`config.mk`:
```
export PLATFORM = sky130hd
export DESIGN_NAME = encoder_15_7_core
export DESIGN_NICKNAME = d
export VERILOG_FILES = /design/src/rtl/encoder_15_7_core.sv
export SDC_FILE = /design/constraint.sdc
export NUM_CORES = 1
export LEC_CHECK = 0
export CAP_MARGIN = 20
export CORE_MARGIN = 3
export CORE_UTILIZATION = 30
export CTS_CLUSTER_SIZE = 24
export DETAILED_ROUTE_END_ITERATION = 6
export DONT_BUFFER_PORTS = 1
export HOLD_SLACK_MARGIN = 0.12
export PLACE_DENSITY = 0.44
export SLEW_MARGIN = 20
export SYNTH_ARGS = -nofsm -noshare
export SYNTH_HDL_FRONTEND = slang
export SYNTH_SLANG_ARGS = --single-unit
export TNS_END_PERCENT = 10
```
`constraint.sdc`:
```
create_clock -name clk -period 0.8 [get_ports clk]
set_clock_uncertainty 0.2 [all_clocks]
set_input_delay 0.12 -clock clk [delete_from_list [all_inputs] [get_ports clk]]
set_output_delay 0.12 -clock clk [all_outputs]
set_load 0.05 [all_outputs]
```
`src/rtl/encoder_15_7_core.sv`:
```
// Systematic BCH(15,7) encoder: one-cycle registered codeword {msg, msg(x)*x^8 mod g(x)}.
// Optional self-check (syndrome of the registered word) enabled by ENCODER_15_7_SELFCHECK_EN.
module encoder_15_7_core #(
    parameter logic [8:0] GEN_POLY = 9'b111010001
) (
    input  logic        clk,
    input  logic        reset,
    input  logic [6:0]  msg,
    output logic [14:0] codeword,
    output logic        codeword_valid
`ifdef ENCODER_15_7_SELFCHECK_EN
    ,
    output logic        check_err
`endif
);

    logic [7:0]  parity_s;
    logic [14:0] codeword_r;
    logic        valid_r;

    // Remainder of a 15-bit word modulo g(x); an unrolled long division, purely combinational.
    function automatic logic [7:0] poly_mod(input logic [14:0] word);
        logic [14:0] rem;
        rem = word;
        for (int i = 14; i >= 8; i--) begin
            if (rem[i]) begin
                rem[i -: 9] = rem[i -: 9] ^ GEN_POLY;
            end else begin
                rem = rem;
            end
        end
        return rem[7:0];
    endfunction

    // Parity of the current message word.
    always_comb begin
        parity_s = poly_mod({msg, 8'h00});
    end

    // Codeword register: samples every edge, cleared asynchronously by reset.
    always_ff @(posedge clk or posedge reset) begin
        if (reset) begin
            codeword_r <= 15'h0000;
            valid_r    <= 1'b0;
        end else begin
            codeword_r <= {msg, parity_s};
            valid_r    <= 1'b1;
        end
    end

    assign codeword       = codeword_r;
    assign codeword_valid = valid_r;

`ifdef ENCODER_15_7_SELFCHECK_EN
    logic [7:0] syndrome_s;
    logic       check_err_s;

    // Any legal codeword is a multiple of g(x); a nonzero syndrome flags a corrupted register.
    always_comb begin
        syndrome_s = poly_mod(codeword_r);
        if (valid_r && (syndrome_s != 8'h00)) begin
            check_err_s = 1'b1;
        end else begin
            check_err_s = 1'b0;
        end
    end

    assign check_err = check_err_s;
`endif

endmodule

```
* Yosys cells after proc, flatten, opt, wreduce, memory -nomap -nowiden
Index checks and enable logic that the tools add are counted.
** Cells by class
- Mux-type cells :: 7
- Bitwise operators :: 7
** Operator list (count)
- $mux W8 :: 7
- $not A4 Y4 :: 7
** Storage, ports and cells
- Register bits :: 16
- Input port bits :: 9
- Output and inout bits :: 16
- Word-level logic and storage cells :: 16

* Longest topological paths before layout
- Depth after elaboration :: 14
- Depth in mapped cells :: 2
- Gate-level depth less buffers :: 2

* Least setup slack after synthesis
OpenSTA, ideal clock, no wires.
- Kind :: input port to flip-flop
- Start :: in msg[5]
- End :: reg codeword_r[4], in the netlist codeword[4]
- Setup time :: 0.135 ns
- Data arrival time :: 0.704 ns
- Data required time :: 0.465 ns
- Path slack :: -0.239 ns
- Cell stages on the path :: 2
- Path buffers :: 0
- Cells stage by stage :: xnor2_1 xor3_1
** On the way
- Cells in the longest elaborated chain, start to end :: 10
- Elaborated cells between the ends (all ways) :: 13
- Classes of those cells :: mux: 7; bitwise: 6
** Ends and longest elaborated chain
- start: declaration :: line 8 : input logic [6:0] msg,
- $not A4 Y4 (no source line)
- $mux W8 (*) (4 in a row) :: line 26 : if (rem[i]) begin
- $not A4 Y4 (no source line) or $mux W8 (tied branches)
- $mux W8 (*) :: line 26
- $not A4 Y4 (no source line) or $mux W8 (tied branches)
- $mux W8 (*) (2 in a row) :: line 26
- named net parity_s[4] :: line 17 : logic [7:0] parity_s;
- end signal: assignment :: line 46 : codeword_r <= {msg, parity_s};
- end: declaration :: line 18 : logic [14:0] codeword_r;
The timed path passes the listed nets; every way through them passes the cells marked *.

* Worst setup path in the final report
- Start :: reg codeword_r[6], in the netlist codeword[6]
- End :: out codeword[6]
** RTL lines
- end: declaration :: line 9 : output logic [14:0] codeword,
No word-level cell between the ends.

==> results by group <==
Routing
  – Drt pass-1 iters: 2
  – Final WL: 1030 microns
  – Vias per inst: 3.98
  – Avg WL per Cell: 12.9 microns
  – DRC: 0
  – DR iter-0 viols: 1
  – ANT nets after route: 0
  – Total number of vias: 318

Layout
  – # fillers: 131
  – Area Growth Syn to Fin: 76.1%
  – Non-filler cells, final: 80
  – Multi-input gate area: 164 sq um
  – Share of layout cells above drive strength 1: 44.6%
  – Inserted Diodes: 0
  – Final Net Count: 66
  – FF+latch area: 400 sq um
  – Final Util: 60.6%

Outcome
  – Outcome: finished with violations
  – Failing checks: negative hold slack, negative setup slack

Clock tree
  – CTS clk-pin slew, worst paths: 0.09 ns
  – Total CTS buffers: 3
  – Clock sink count: 16
  – TritonCTS clock tree: done
  – H-tree levels: 1
  – CTS max path bufs: 2
  – Clock root buffer master: clkbuf_4
  – Post-CTS Setup Inserts: 0
  – Hold_buf cts: 1

Floorplan
  – Die X: 49.2 microns
  – I/O pin count: 25
  – Die area: 2420 sq um
  – Core ar.: 1630 sq um
  – DIE HEIGHT: 49.2 microns
  – Std-Cell Rows: 14
  – Initial Util: 34.4%

Setup path
  – Critical path buffer and inverter count: 1
  – CP Class: reg2out
  – Data arrival, critical path: 0.84 ns
  – Crit path max fanout: 1
  – CP top delay family: flip-flops
  – Worst setup SP type: flop
  – Critical Path Slowest Stage Cell: dfrtp_1
  – Worst setup EP type: primary output
  – WP data required: 0.48 ns
  – CP peak stage delay: 0.41 ns
  – Cell Chain, Critical Path: buf_12

Logic synthesis
  – Syn_nets: 41
  – Sequential area share after synthesis: 71.4%
  – Post-Synth Simple-Gate Area: 0%
  – Mux contribution to synthesized area: 0%
  – Main combinational cell family by area after synthesis: XOR/XNOR gates
  – Flop and latch count out of synthesis: 16
  – Avg Cell Area, Syn: 17.5 sq um
  – Adder-cell share of the synthesized area: 0%
  – Compound-cell area share of the yosys netlist: 0%
  – Mapped cell area: 561 sq um
  – Ys Warns: 0
  – Post-Syn Instances: 32
  – Netlist cell types: 7
  – Post-Synth XOR/XNOR Area: 27.2%

Global routing
  – Remaining global-route overflow: 0
  – Vias in the first global route: 392
  – Global-route wire length before repair: 1820 microns
  – Total track usage: 10.7%
  – Antenna violations before repair: 0
  – Largest net degree at the start of global routing: 17

Placement
  – Dpl hpwl: 865 microns
  – Placed instance count: 75
  – RD Place Congestion: 0.649
  – IO Port Bufs: 0

Min path
  – Worst Hold Depth: 0
  – Hold Crit Start: msg[4]
  – Hold EP: codeword[12]$_DFF_PP0_
  – HP Class: in2reg

STA
  – Fin worst setup slack: -0.364 ns
  – Hold Fails Final Rpt: 15
  – Fmax: 859 MHz
  – Min Tclk post-route: 1.16 ns
  – Final slew viol count: 0
  – Post-route clock period utilization: 145%
  – Setup TNS: -5.67 ns
  – Hold_ws: -0.337 ns
  – Setup-failing EPs final: 16
  – RSZ-0062 raised after global routing: yes

Power
  – Power density over the cells: 2460 nW/um^2
  – Leakage: 0.451 nW
  – Worst vdd ir: 0.00141 V

Flow run
  – Maxcap violations: 0
## what timing repair did
item / in CTS / in global routing
endpoints found under the hold margin: 31 / 31
cloned: 0 / 0
endpoints found under the setup margin: 16 / 16
resized for setup: 0 / 0
## sequential cells by signal, indices dropped and copies added, names as in the netlist
name and count:
codeword 15, codeword_valid 1
## cell usage after synthesis
library cell	n	area, sq um
xnor3_2	1	23.8
inv_1	1	3.75
xor2_1	2	17.5
xor3_1	1	23.8
conb_1	1	3.75
dfrtp_1	16	400
xnor2_1	10	87.6
## cell families after synthesis
logic type | count (synthesis)
other | 1
buffers and inverters | 1
xor gates and xnor gates | 14
DFF | 16
## where the power goes
group	switching (mW)	total, mW	internal (mW)	leakage (nW)
registers	0.0814	0.988	0.907	0.186
clock network	0.230	0.506	0.277	0.0210
logic	0.461	0.938	0.477	0.243
total	0.772	2.43	1.66	0.451
## worst max-delay path by stage
stage                                      from                     to  slack [ns]  cells after the start
after detailed placement                 msg[5]  codeword[5]$_DFF_PP0_       -0.23                      2
final                     codeword[6]$_DFF_PP0_            codeword[6]       -0.36                      1
after CTS                 codeword[6]$_DFF_PP0_            codeword[6]       -0.38                      1
after floorplan                          msg[5]  codeword[5]$_DFF_PP0_       -0.21                      2
after global routing      codeword[9]$_DFF_PP0_            codeword[9]       -0.41                      1
after global placement                   msg[5]  codeword[6]$_DFF_PP0_       -0.22                      2
## per-stage QoR
stage | total power [mW] | setup WS [ns] | cell area [sq um]
4_1_cts | 2.48 | -0.381 | 987
6_report | 2.43 | -0.364 | 987
2_1_floorplan | 1.44 | -0.206 | 568
3_5_place_dp | 1.95 | -0.228 | 941
3_3_place_gp | 1.94 | -0.215 | 941
5_1_grt | 2.54 | -0.407 | 987
## cells in the final DEF, fill, tap and decap left out
master	count
inv_1	1
buf_4	3
xnor3_2	1
clkbuf_4	3
conb_1	1
xor3_1	1
clkbuf_8	1
xor2_1	2
buf_12	16
xnor2_1	9
dlygate4sd3_1	1
dfrtp_1	16
xnor2_2	1
## metal layers
layer / part of all wire (%) / up-vias / wire length, microns / GRT usage (%)
met5: 0 / - / 0 / 0
met4: 0.87 / 0 / 9 / 7.11
met3: 13 / 2 / 132 / 6.12
met2: 56 / 18 / 579 / 18.1
met1: 30 / 155 / 312 / 9.39
li1: - / 143 / - / -
## area by class of cell
class,instances,area share (%)
well taps,24,3.04
clock buffers,4,3.68
flip-flops and latches,16,40.6
repair buffers,20,35.7
multi-input cells,15,16.6
inverters,1,0.380
Power figures use the tool's default switching activity.
